`src/rtl/parameter_pkg.sv`:
```
// Register-file sizing shared by the free list and the front/back rename tables.
// DEPTH is the number of physical tags not held by architectural state.
package parameter_pkg;

  localparam int ARCH_REGS = 32;
  localparam int PHY_REGS  = 64;
  localparam int PHY_WIDTH = 6;
  localparam int DEPTH     = PHY_REGS - ARCH_REGS;

endpackage

```
`src/rtl/phys_free_list_if.sv`:
```
// Rename-stage allocation and retire-stage commit signals of the physical free list.
// The rename/retire logic is the master; the free list is the slave.
interface phys_free_list_if #(
  parameter int PHY_WIDTH = parameter_pkg::PHY_WIDTH
);

  logic [1:0]           alloc_req;
  logic                 alloc_ready;
  logic [PHY_WIDTH-1:0] alloc_phy_0;
  logic [PHY_WIDTH-1:0] alloc_phy_1;
  logic [1:0]           commit_valid;
  logic [PHY_WIDTH-1:0] commit_old_phy_0;
  logic [PHY_WIDTH-1:0] commit_old_phy_1;

  modport master (
    output alloc_req, commit_valid, commit_old_phy_0, commit_old_phy_1,
    input  alloc_ready, alloc_phy_0, alloc_phy_1
  );

  modport slave (
    input  alloc_req, commit_valid, commit_old_phy_0, commit_old_phy_1,
    output alloc_ready, alloc_phy_0, alloc_phy_1
  );

endinterface

```
`src/rtl/phys_free_list.sv`:
```
// Circular free list of physical register tags: two allocations and two returns per cycle,
// with a retire-point head so a flush can roll the speculative head back.
module phys_free_list #(
  parameter int ARCH_REGS   = parameter_pkg::ARCH_REGS,
  parameter int PHY_REGS    = parameter_pkg::PHY_REGS,
  parameter int PHY_WIDTH   = parameter_pkg::PHY_WIDTH,
  localparam int DEPTH      = PHY_REGS - ARCH_REGS,
  localparam int CNT_WIDTH  = $clog2(DEPTH) + 1
) (
  input  logic                 clk,
  input  logic                 rst,
  input  logic                 flush,
  phys_free_list_if.slave      bus,
  output logic [CNT_WIDTH-1:0] free_count,
  output logic                 err_overflow
);

  localparam int PTR_WIDTH = $clog2(DEPTH);
  localparam int SPC_WIDTH = CNT_WIDTH + 1;

  logic [PHY_WIDTH-1:0] entry [DEPTH];
  logic [PTR_WIDTH-1:0] head;
  logic [PTR_WIDTH-1:0] retire_head;
  logic [PTR_WIDTH-1:0] tail;
  logic [PTR_WIDTH-1:0] head_plus1;
  logic [PTR_WIDTH-1:0] tail_plus1;

  logic [1:0]           n_alloc;
  logic [1:0]           n_commit;
  logic [1:0]           n_push;
  logic [SPC_WIDTH-1:0] space;
  logic                 overflow_now;
  logic [PHY_WIDTH-1:0] first_tag;

  assign head_plus1 = head + PTR_WIDTH'(1);
  assign tail_plus1 = tail + PTR_WIDTH'(1);

  // Readiness uses only the registered count; same-cycle returns are not bypassed.
  always_comb begin
    bus.alloc_ready = (free_count >= CNT_WIDTH'(2));
    bus.alloc_phy_0 = entry[head];
    bus.alloc_phy_1 = bus.alloc_req[0] ? entry[head_plus1] : entry[head];
  end

  // Space left after this cycle's grants decides how many returned tags fit.
  always_comb begin
    n_alloc      = 2'd0;
    n_commit     = {1'b0, bus.commit_valid[0]} + {1'b0, bus.commit_valid[1]};
    if (bus.alloc_ready && !flush) begin
      n_alloc = {1'b0, bus.alloc_req[0]} + {1'b0, bus.alloc_req[1]};
    end
    space        = SPC_WIDTH'(DEPTH) - ({1'b0, free_count} - SPC_WIDTH'(n_alloc));
    overflow_now = (SPC_WIDTH'(n_commit) > space);
    n_push       = overflow_now ? space[1:0] : n_commit;
    first_tag    = bus.commit_valid[0] ? bus.commit_old_phy_0 : bus.commit_old_phy_1;
  end

  always_ff @(posedge clk) begin
    if (rst) begin
      for (int i = 0; i < DEPTH; i++) begin
        entry[i] <= PHY_WIDTH'(ARCH_REGS + i);
      end
      head         <= '0;
      retire_head  <= '0;
      tail         <= '0;
      free_count   <= CNT_WIDTH'(DEPTH);
      err_overflow <= 1'b0;
    end else begin
      if (n_push != 2'd0) begin
        entry[tail] <= first_tag;
      end
      if (n_push == 2'd2) begin
        entry[tail_plus1] <= bus.commit_old_phy_1;
      end
      tail        <= tail + PTR_WIDTH'(n_push);
      retire_head <= retire_head + PTR_WIDTH'(n_commit);
      // A flush rewinds to the retire point as it stands after this cycle's commits.
      if (flush) begin
        head       <= retire_head + PTR_WIDTH'(n_commit);
        free_count <= CNT_WIDTH'(DEPTH);
      end else begin
        head       <= head + PTR_WIDTH'(n_alloc);
        free_count <= free_count - CNT_WIDTH'(n_alloc) + CNT_WIDTH'(n_push);
      end
      if (overflow_now) begin
        err_overflow <= 1'b1;
      end
    end
  end

endmodule

```
`src/flat_wrapper.sv`:
```
// flat-port wrapper written by rule: the top's interface ports become plain ports
module phys_free_list_flat 
#(
  parameter int ARCH_REGS   = parameter_pkg::ARCH_REGS,
  parameter int PHY_REGS    = parameter_pkg::PHY_REGS,
  parameter int PHY_WIDTH   = parameter_pkg::PHY_WIDTH,
  localparam int DEPTH      = PHY_REGS - ARCH_REGS,
  localparam int CNT_WIDTH  = $clog2(DEPTH) + 1
)
  (clk, rst, flush, free_count, err_overflow, bus_alloc_req, bus_commit_valid, bus_commit_old_phy_0, bus_commit_old_phy_1, bus_alloc_ready, bus_alloc_phy_0, bus_alloc_phy_1);
  phys_free_list_if #(.PHY_WIDTH(PHY_WIDTH)) bus_i ();
  input  logic clk;
  input  logic rst;
  input  logic flush;
  output logic [CNT_WIDTH-1:0] free_count;
  output logic err_overflow;
  input wire logic [$bits(bus_i.alloc_req)-1:0] bus_alloc_req;
  input wire logic [$bits(bus_i.commit_valid)-1:0] bus_commit_valid;
  input wire logic [$bits(bus_i.commit_old_phy_0)-1:0] bus_commit_old_phy_0;
  input wire logic [$bits(bus_i.commit_old_phy_1)-1:0] bus_commit_old_phy_1;
  output wire logic [$bits(bus_i.alloc_ready)-1:0] bus_alloc_ready;
  output wire logic [$bits(bus_i.alloc_phy_0)-1:0] bus_alloc_phy_0;
  output wire logic [$bits(bus_i.alloc_phy_1)-1:0] bus_alloc_phy_1;
  assign bus_i.alloc_req = bus_alloc_req;
  assign bus_i.commit_valid = bus_commit_valid;
  assign bus_i.commit_old_phy_0 = bus_commit_old_phy_0;
  assign bus_i.commit_old_phy_1 = bus_commit_old_phy_1;
  assign bus_alloc_ready = bus_i.alloc_ready;
  assign bus_alloc_phy_0 = bus_i.alloc_phy_0;
  assign bus_alloc_phy_1 = bus_i.alloc_phy_1;
  phys_free_list #(.ARCH_REGS(ARCH_REGS), .PHY_REGS(PHY_REGS), .PHY_WIDTH(PHY_WIDTH)) u_core (.clk(clk), .rst(rst), .flush(flush), .bus(bus_i), .free_count(free_count), .err_overflow(err_overflow));
endmodule
```
`config.mk`:
```
export PLATFORM = sky130hd
export DESIGN_NAME = phys_free_list_flat
export DESIGN_NICKNAME = d
export VERILOG_FILES = /design/src/rtl/parameter_pkg.sv /design/src/rtl/phys_free_list_if.sv /design/src/rtl/phys_free_list.sv /design/src/flat_wrapper.sv
export SDC_FILE = /design/constraint.sdc
export NUM_CORES = 1
export LEC_CHECK = 0
export ABC_CLOCK_PERIOD_IN_PS = 5750
export CAP_MARGIN = 20
export CORE_ASPECT_RATIO = 0.75
export CORE_MARGIN = 5
export CORE_UTILIZATION = 40
export CTS_CLUSTER_SIZE = 20
export DETAILED_ROUTE_END_ITERATION = 6
export DONT_BUFFER_PORTS = 1
export PLACE_DENSITY_LB_ADDON = 0.2
export SLEW_MARGIN = 20
export SYNTH_ARGS = -nofsm -noshare
export SYNTH_HDL_FRONTEND = slang
export SYNTH_SLANG_ARGS = --single-unit
```
`constraint.sdc`:
```
create_clock -name clk -period 5.75 [get_ports clk]
set_input_delay 1.15 -clock clk [delete_from_list [all_inputs] [get_ports clk]]
set_output_delay 1.15 -clock clk [all_outputs]
set_load 0.01 [all_outputs]
```
==> impl_metrics.json, run 1 <==
{
  "hpwlAfterDp_mm": 36.2,
  "worstPathArrival_ns": 5.60,
  "end_kind": "register",
  "wl_per_cell_um": 32.2,
  "vias": 10400,
  "antenna_found_initial": 1,
  "yosys-top-cells-area": "edfxtp_1 (43%), mux4_2 (17%), dfxtp_1 (3.3%)",
  "vias_per_cell": 6.77,
  "portBuffers": 0,
  "grt_pass1_wl_mm": 71.8,
  "ys_warn_count": 0,
  "nNetsFinal": 1130,
  "grtUsageTotal_pct": 26.5,
  "clk_pin_slew_worst_paths_ns": 0.07,
  "period_needed_ns": 5.10,
  "timing.rr.start": "u_core.free_count[2]$_SDFF_PP0_",
  "synth_most_common_cell": "edfxtp_1",
  "synth-seq-area-share_pct": 46.6,
  "rsz0062_at_grt": "false",
  "hold_depth": 2,
  "die-area_mm2": 0.0371,
  "synth_cell_types": 58,
  "timing.final.hold_violations": 0,
  "area_growth_pct": 11.1,
  "relSlewSlack_pct": 28.5,
  "wirelength_mm": 49.7,
  "syn_avg_cell_area_um2": 12.2,
  "start_util_pct": 40.9,
  "drive_gt1_share_pct": 21.3,
  "maxCapViolations": 0,
  "cp_max_fo": 7,
  "grt_overflow": 0,
  "ant_nets": 0,
  "yosysTopAreaCell": "edfxtp_1",
  "die_w_um": 221,
  "synth.top_cell.area_share_pct": 43.3,
  "power.density_mw_per_mm2": 356,
  "cts-hold-fix-buffers": 0,
  "required_ns": 6.24,
  "postCtsResizedCells": 0,
  "irDropWorstVdd_uv": 174,
  "hp-start": "u_core.retire_head[4]$_SDFF_PP0_",
  "coreArea_mm2": 0.0326,
  "final_max_slew_viol_count": 0,
  "drtIter0Drc": 1790,
  "post-route-period-util_pct": 88.8,
  "synth_common_cells": "edfxtp_1 (192), mux4_2 (102), nand2_1 (81)",
  "cts_root_buf": "clkbuf_16",
  "rows": 57,
  "cts_tree": "built",
  "max_freq_mhz": 196,
  "async_flop_share_pct": 0,
  "ios": 39,
  "cts_num_sinks": 214,
  "setup_viol_count_final": 0,
  "drt_drc_violations_left": 0,
  "synth-edff-count": 192,
  "critPathKind": "reg -> reg",
  "postCtsSetupRepairBufs": 0,
  "final.setup.tns_ns": 0,
  "fill_cells": 2947,
  "worstHoldEndpoint": "u_core.retire_head[4]$_SDFF_PP0_",
  "numCtsBuffers": 24,
  "netlist_area_mm2": 0.0133,
  "drt_first_pass_iters": 6,
  "gp_congestion": 0.952,
  "status": "completed",
  "cp-start-kind": "register",
  "synthFlopType": "edfxtp_1",
  "r2r_slack_ns": 0.65,
  "die_y_um": 168,
  "leakagePower_nw": 4.49,
  "hp-class": "reg -> reg",
  "grt_pass1_vias": 9957,
  "cts-htree-levels": 1,
  "reg2reg_depth": 23,
  "synthCells": 1095,
  "syn_nets": 1143,
  "final_cell_area_mm2": 0.0148,
  "grt_max_degree": 66,
  "ys_ff_latch": 214,
  "worst_slew_pin_slew_ns": 1.07,
  "cts_max_path_buffers": 3,
  "placed_area_mm2": 0.0140,
  "hold_slack_ns": 0.505,
  "r2r_end": "u_core.free_count[5]$_SDFF_PP1_",
  "clock_skew_ns": 0.0348,
  "clk_latency_ns": 0.55
}
-- worst max-delay path, cell delays in order (launching register included) --
cell and delay (ns):
dfxtp_1 0.48, inv_1 0.14, ha_1 0.27, a31oi_1 0.21, nand2_1 0.10, ha_1 0.21, inv_1 0.08, fa_1 0.47
inv_1 0.10, ha_1 0.25, nand2_1 0.07, nand2_1 0.06, nor3_2 0.27, nand3_2 0.20, o21ai_0 0.38, fa_1 0.52
ha_1 0.29, a21o_1 0.17, a21oi_1 0.21, nor2_1 0.06, nor2_1 0.08, nor2_1 0.05, or3_1 0.30, nand3_1 0.08
-- worst max path at each step --
stage	from	depth (start not counted)	end	slack, ns
6_report	u_core.free_count[2]$_SDFF_PP0_	23	u_core.free_count[5]$_SDFF_PP1_	0.65
3_3_place_gp	bus_alloc_req[0]	21	u_core.free_count[5]$_SDFF_PP1_	0.35
3_5_place_dp	bus_alloc_req[0]	21	u_core.free_count[5]$_SDFF_PP1_	0.30
2_1_floorplan	flush	22	u_core.free_count[5]$_SDFF_PP1_	0.41
4_1_cts	u_core.free_count[2]$_SDFF_PP0_	23	u_core.free_count[5]$_SDFF_PP1_	0.66
5_1_grt	u_core.free_count[2]$_SDFF_PP0_	23	u_core.free_count[5]$_SDFF_PP1_	0.28
-- cell usage in the layout (no fill, tap or decap), types with 13 or more instances in the layout --
cell type	count
a21oi_1	23
inv_1	52
ha_1	22
a22oi_1	46
nor2b_1	39
edfxtp_1	192
buf_4	55
a2bb2oi_1	14
or3_1	15
a32oi_1	14
nand2_1	81
nand2b_1	29
o22ai_1	38
o21ai_0	20
dfxtp_1	20
clkbuf_16	25
nand3_1	13
nor3_1	17
mux4_2	102
nor2_1	76
-- per-layer routing --
layer  vias up  global-route usage, %  wire, um
met5         -                      0         0
met4         0                   5.82      1210
met3        90                   12.0      8060
met2       814                   34.5     19500
met1      5252                   40.4     20900
li1       4290                      -         -
-- metrics by stage --
| step | power (mW) | instances | util (%) | worst slack [ns] |
|---|---|---|---|---|
| final | 5.26 | 1543 | 45.4 | 0.646 |
| after global routing | 5.44 | 1542 | 45.4 | 0.281 |
| after CTS | 5.22 | 1542 | 45.4 | 0.656 |
| after detailed placement | 3.57 | 1498 | 42.8 | 0.300 |
| after global placement | 3.57 | 1498 | 42.8 | 0.354 |
| after floorplan | 3.04 | 1095 | - | 0.407 |
-- sequential cells by signal (all words and copies together), names as in the netlist --
name                 count
u_core.tail              5
u_core.err_overflow      1
u_core.head              5
u_core.entry           192
u_core.free_count        6
u_core.retire_head       5
-- area by class of cell --
type / count / area [um^2] / share of cell area (%)
multi-input cells: 730 / 6550 / 44.3
well taps: 442 / 553 / 3.74
repair buffers: 56 / 433 / 2.93
diodes: 1 / 2.50 / 0.0169
inverters: 56 / 210 / 1.42
clock buffers: 33 / 676 / 4.57
flip-flops and latches: 214 / 6210 / 42.0
clock inverters: 11 / 156 / 1.06
-- power by group --
part           total [mW]  internal [mW]  switching (mW)
sequential           1.89           1.79           0.106
clock                1.67           1.00           0.667
combinational        1.70          0.643            1.06
-- logic make-up (layout without fill, tap and decap cells) --
group,after synthesis,in the layout,share of synthesized area (%)
mux,119,119,18.6
flops,214,214,46.6
other cells,0,1,0
buf+inv,151,156,4.62
compound gates,256,256,14.6
xor+xnor,14,14,0.921
simple gates,312,312,11.6
fa+ha+maj,29,29,3.06
No activity file was read; power rests on OpenSTA's default activity.
==> run 2: changes to the inputs <==
Settings changed: CTS_CLUSTER_DIAMETER set to 150.
==> impl_metrics.json, run 2 (synthesis results as in run 1) <==
{
  "worstPathArrival_ns": 5.53,
  "ios": 39,
  "grt_pass1_wl_mm": 71.1,
  "regMostFlops": "u_core.entry",
  "irDropWorstVdd_uv": 159,
  "hold_depth": 2,
  "grt_pass1_vias": 9832,
  "final_cell_mix": "edfxtp_1 (192), mux4_2 (102), nand2_1 (81), nor2_1 (76), buf_4 (55)",
  "post-route-util_pct": 44.1,
  "period_needed_ns": 5.09,
  "fill_cells": 2997,
  "cts_tree": "built",
  "clk_latency_ns": 0.52,
  "drt_drc_violations_left": 0,
  "cp_max_fo": 7,
  "cts-htree-levels": 1,
  "timing.rr.start": "u_core.free_count[2]$_SDFF_PP0_",
  "grt_overflow": 0,
  "hpwlAfterDp_mm": 36.2,
  "numCtsBuffers": 14,
  "cts-hold-fix-buffers": 0,
  "wl_per_cell_um": 32.3,
  "post-route-period-util_pct": 88.5,
  "clock_skew_ns": 0.0267,
  "final_max_slew_viol_count": 0,
  "total_power_mw": 4.63,
  "status": "completed",
  "timing.final.hold_violations": 0,
  "reg_top3": "u_core.entry x192, u_core.free_count x6",
  "final.setup.tns_ns": 0,
  "die_w_um": 221,
  "die_y_um": 168,
  "end_kind": "register",
  "hp-class": "reg -> reg",
  "vias": 10300,
  "r2r_end": "u_core.free_count[5]$_SDFF_PP1_",
  "setup_viol_count_final": 0,
  "start_util_pct": 40.9,
  "cts_root_buf": "clkbuf_16",
  "cts_max_path_buffers": 3,
  "largest_register_ffs": 192,
  "required_ns": 6.19,
  "critPathKind": "reg -> reg",
  "max_freq_mhz": 197,
  "diodes": 0,
  "drive_gt1_share_pct": 19.7,
  "relSlewSlack_pct": 31.0,
  "portBuffers": 0,
  "nNetsFinal": 1120,
  "coreArea_mm2": 0.0326,
  "postCtsResizedCells": 0,
  "worstHoldEndpoint": "u_core.retire_head[4]$_SDFF_PP0_",
  "rows": 57,
  "grt_max_degree": 66,
  "grtUsageTotal_pct": 26.3,
  "area_growth_pct": 7.90,
  "r2r_slack_ns": 0.66,
  "maxCapViolations": 0,
  "worst_slew_pin_slew_ns": 1.03,
  "postCtsSetupRepairBufs": 0,
  "gp_congestion": 0.952,
  "antenna_found_initial": 1,
  "reg2reg_depth": 23,
  "cts_num_sinks": 214,
  "ant_nets": 0,
  "rsz0062_at_grt": "false",
  "wirelength_mm": 49.1,
  "power.density_mw_per_mm2": 322,
  "hp-start": "u_core.retire_head[4]$_SDFF_PP0_",
  "final_common_cell": "edfxtp_1",
  "drt_first_pass_iters": 6,
  "die-area_mm2": 0.0371,
  "clk_pin_slew_worst_paths_ns": 0.09,
  "leakagePower_nw": 4.29,
  "cp-start-kind": "register",
  "vias_per_cell": 6.74,
  "drtIter0Drc": 1641
}
run 2: cell count changes in the layout (fill, tap and decap cells not counted), moves of 2 or more:
cell	previous run	this run
clkbuf_16	25	15
clkbuf_8	2	0
bufinv_16	4	0
clkbuf_1	6	8
clkinv_2	5	0
run 2: metal layers:
metal	vias to the layer above	track usage, %	wire length (um)
li1	4234	-	-
met2	773	34.5	19400
met4	0	5.63	1180
met1	5175	40.1	20700
met3	77	11.5	7850
met5	-	0	0
run 2: power by group:
| group | leakage, nW | switching, mW | internal (mW) | total [mW] |
|---|---|---|---|---|
| registers | 1.77 | 0.105 | 1.78 | 1.89 |
| clock network | 0.198 | 0.561 | 0.491 | 1.05 |
| logic | 2.32 | 1.05 | 0.643 | 1.69 |
run 2: metrics by stage:
| stage | worst slack, ns | cells | area [um^2] | hold WS [ns] |
|---|---|---|---|---|
| 3_5_place_dp | 0.300 | 1498 | 14000 | 0.507 |
| 6_report | 0.662 | 1522 | 14400 | 0.509 |
| 2_1_floorplan | 0.407 | 1095 | 13300 | 0.465 |
| 4_1_cts | 0.654 | 1522 | 14400 | 0.517 |
| 5_1_grt | 0.278 | 1522 | 14400 | 0.544 |
| 3_3_place_gp | 0.354 | 1498 | 14000 | 0.482 |
run 2: how the worst max path moves through the flow:
stage | end | startpoint | cells after the start | slack, ns
after CTS | u_core.free_count[5]$_SDFF_PP1_ | u_core.free_count[2]$_SDFF_PP0_ | 23 | 0.65
final | u_core.free_count[5]$_SDFF_PP1_ | u_core.free_count[2]$_SDFF_PP0_ | 23 | 0.66
after detailed placement | u_core.free_count[5]$_SDFF_PP1_ | bus_alloc_req[0] | 21 | 0.30
after global routing | u_core.free_count[5]$_SDFF_PP1_ | u_core.free_count[2]$_SDFF_PP0_ | 23 | 0.28
after global placement | u_core.free_count[5]$_SDFF_PP1_ | bus_alloc_req[0] | 21 | 0.35
after floorplan | u_core.free_count[5]$_SDFF_PP1_ | flush | 22 | 0.41
run 2: cell type report:
cell class	instances	area, um^2	share of cell area [%]
clock buffers	23	405	2.82
clock inverters	1	8.76	0.0609
inverters	56	210	1.46
multi-input cells	730	6550	45.6
flip-flops and latches	214	6210	43.2
well taps	442	553	3.85
repair buffers	56	433	3.01
run 2: critical path, cell delays in order, from the launching register on:
cell and delay [ns]:
dfxtp_1 0.48, inv_1 0.14, ha_1 0.27, a31oi_1 0.21, nand2_1 0.10, ha_1 0.21, inv_1 0.08, fa_1 0.47
inv_1 0.10, ha_1 0.24, nand2_1 0.06, nand2_1 0.06, nor3_2 0.27, nand3_2 0.20, o21ai_0 0.38, fa_1 0.51
ha_1 0.29, a21o_1 0.17, a21oi_1 0.21, nor2_1 0.06, nor2_1 0.08, nor2_1 0.05, or3_1 0.30, nand3_1 0.08
==> run 3: changes to the inputs <==
Settings changed: ABC_AREA set to 1, SETUP_SLACK_MARGIN set to 0.2.
==> impl_metrics.json, run 3 <==
{
  "ys_warn_count": 0,
  "diodes": 0,
  "irDropWorstVdd_uv": 151,
  "violations": "DRC",
  "worstPathArrival_ns": 5.33,
  "cts-hold-fix-buffers": 0,
  "die_y_um": 177,
  "clk_pin_slew_worst_paths_ns": 0.09,
  "rsz0062_at_grt": "false",
  "grtUsageTotal_pct": 26.8,
  "cts-htree-levels": 1,
  "vias": 14600,
  "total_power_mw": 5.16,
  "synth-seq-area-share_pct": 41.8,
  "numCtsBuffers": 14,
  "final_common_cell": "nand3_1",
  "cp_max_fo": 6,
  "critPathSlowestCell": "dfxtp_1",
  "syn_avg_cell_area_um2": 7.33,
  "relSlewSlack_pct": 21.5,
  "final_max_slew_viol_count": 0,
  "synthMuxAreaShare_pct": 0,
  "r2r_slack_ns": 0.81,
  "wirelength_mm": 56.6,
  "status": "complete, but fails checks",
  "coreArea_mm2": 0.0369,
  "cell_internal_pwr_mw": 2.86,
  "regMostFlops": "u_core.entry",
  "cts_tree": "built",
  "nNetsFinal": 1968,
  "netSwitchingFraction_pct": 44.6,
  "combPwrFrac_pct": 42.4,
  "drt_drc_violations_left": 1,
  "cp-start-kind": "register",
  "final_cell_mix": "nand3_1 (397), nand2_1 (325), inv_1 (263), o21ai_0 (207), edfxtp_1 (192)",
  "maxCapViolations": 0,
  "largest_register_ffs": 192,
  "grt_pass1_wl_mm": 83.3,
  "postCtsResizedCells": 0,
  "ys_ff_latch": 214,
  "drtIter0Drc": 2155,
  "cts_num_sinks": 214,
  "cts_root_buf": "clkbuf_16",
  "postCtsSetupRepairBufs": 0,
  "critPathKind": "reg -> reg",
  "async_flop_share_pct": 0,
  "vias_per_cell": 5.99,
  "synth_compound_area_share_pct": 17.6,
  "worst_slew_pin_slew_ns": 1.17,
  "switchingPower_mw": 2.31,
  "timing.final.hold_violations": 0,
  "synth_common_cells": "nand3_1 (397), nand2_1 (325), inv_1 (265)",
  "hp-class": "reg -> reg",
  "synthSimpleGateAreaFrac_pct": 25.7,
  "post-route-period-util_pct": 85.9,
  "critical-path-top-delay-family": "adder cells",
  "rows": 61,
  "grt_max_degree": 101,
  "synth-edff-count": 192,
  "grt_pass1_vias": 13200,
  "ant_nets": 0,
  "required_ns": 6.14,
  "ios": 39,
  "drt_first_pass_iters": 7,
  "final.setup.tns_ns": 0,
  "portBuffers": 0,
  "power_frac_seq_pct": 37.1,
  "clockPowerShare_pct": 20.5,
  "setup_viol_count_final": 0,
  "power.density_mw_per_mm2": 332,
  "die-area_mm2": 0.0411,
  "synthAdderAreaFrac_pct": 2.75,
  "synth_cell_types": 31,
  "hpwlAfterDp_mm": 37.7,
  "syn_nets": 2072,
  "clk_latency_ns": 0.52,
  "cp_common_cell": "nor2_1",
  "start_util_pct": 40.3,
  "die_w_um": 232,
  "gp_congestion": 0.961,
  "synthFlopType": "edfxtp_1",
  "critPathBufInv": 4,
  "cp_slowest_stage_delay_ns": 0.54,
  "clock_skew_ns": 0.0198,
  "drive_gt1_share_pct": 4.30,
  "hold_slack_ns": 0.488,
  "max_freq_mhz": 202,
  "antenna_found_initial": 0,
  "yosys.area_share.xor_xnor_pct": 0.472,
  "end_kind": "register",
  "period_needed_ns": 4.94,
  "synth_most_common_cell": "nand3_1",
  "cts_max_path_buffers": 3,
  "synth_top_family_by_area": "simple AND/OR/NAND/NOR gates",
  "area_growth_pct": 4.82,
  "synthCells": 2024,
  "leakagePower_nw": 5.82,
  "netlist_area_mm2": 0.0148,
  "yosysTopAreaCell": "edfxtp_1",
  "grt_overflow": 0,
  "wl_per_cell_um": 23.3,
  "reg_top3": "u_core.entry x192, u_core.free_count x6",
  "synth.top_cell.area_share_pct": 38.8,
  "yosys-top-cells-area": "edfxtp_1 (39%), nand3_1 (13%), nand2_1 (8.2%)"
}
-- run 3: cell count changes in the layout (fill, tap and decap cells not counted), sizes merged, moves of 26 or more --
cell    change
nor2b      -39
o211ai     +54
mux4      -102
a21oi     +146
a22oi      -46
nand2     +253
inv       +215
o22ai      -29
nand3     +384
o21ai     +216
nand2b     -29
nor3       -26
-- run 3: worst register-to-register path: cells and delay by family (launching register included) --
kind	cells	cell delay (ns)
adders and majority gates	6	1.96
DFF	1	0.54
and+or+nand+nor	16	1.59
buffers and inverters	4	0.40
AOI/OAI and AO/OA	3	0.35
-- run 3: per-stage QoR --
step	utilization (%)	cells	instance area, um^2	setup slack (ns)
after floorplan	-	2024	14800	0.764
after CTS	42.2	2432	15600	0.836
after global routing	42.2	2432	15600	0.452
after global placement	41.1	2408	15100	0.555
after detailed placement	41.1	2408	15100	0.544
final	42.2	2432	15600	0.809
-- run 3: routing by layer --
layer | wire [um] | part of all wire (%) | global-route usage [%] | up-vias
li1 | - | - | - | 6695
met1 | 23800 | 42 | 39.3 | 6814
met2 | 22500 | 40 | 37.2 | 965
met3 | 9050 | 16 | 10.8 | 97
met4 | 1260 | 2.2 | 5.76 | 0
met5 | 0 | 0 | 0 | -
-- run 3: cell type report --
class / instances / area (um^2)
clock buffer: 23 / 405
clock inverter: 1 / 8.76
fill: 3795 / 21300
inverter: 271 / 1020
multi-input combinational: 1377 / 6950
sequential: 214 / 6210
tap: 504 / 631
timing repair buffer: 42 / 328
-- run 3: cells by family (layout without fill, tap and decap cells) --
| kind of cell | count (synthesis) | count (layout) |
|---|---|---|
| flops | 214 | 214 |
| buf+inv | 433 | 337 |
| fa+ha+maj | 29 | 29 |
| compound gates | 487 | 487 |
| xor+xnor | 8 | 8 |
| simple gates | 853 | 853 |
-- run 3: power groups by stage --
stage               sequential (mW)  clock, mW  combinational, mW
floorplan                      1.89          0               1.46
detailed placement             1.95          0               2.08
global route                   1.93       1.12               2.35
global placement               1.95          0               2.06
CTS                            1.91       1.07               2.09
finish                         1.92       1.06               2.19
-- run 3: worst paths after layout --
kind | from | endpoint | cells past startpoint
max reg2reg | u_core.free_count[2]$_SDFF_PP0_ | u_core.free_count[5]$_SDFF_PP1_ | 29
max | u_core.free_count[2]$_SDFF_PP0_ | u_core.free_count[5]$_SDFF_PP1_ | 29
min reg2reg | u_core.retire_head[4]$_SDFF_PP0_ | u_core.retire_head[4]$_SDFF_PP0_ | 1
min | u_core.retire_head[4]$_SDFF_PP0_ | u_core.retire_head[4]$_SDFF_PP0_ | 1
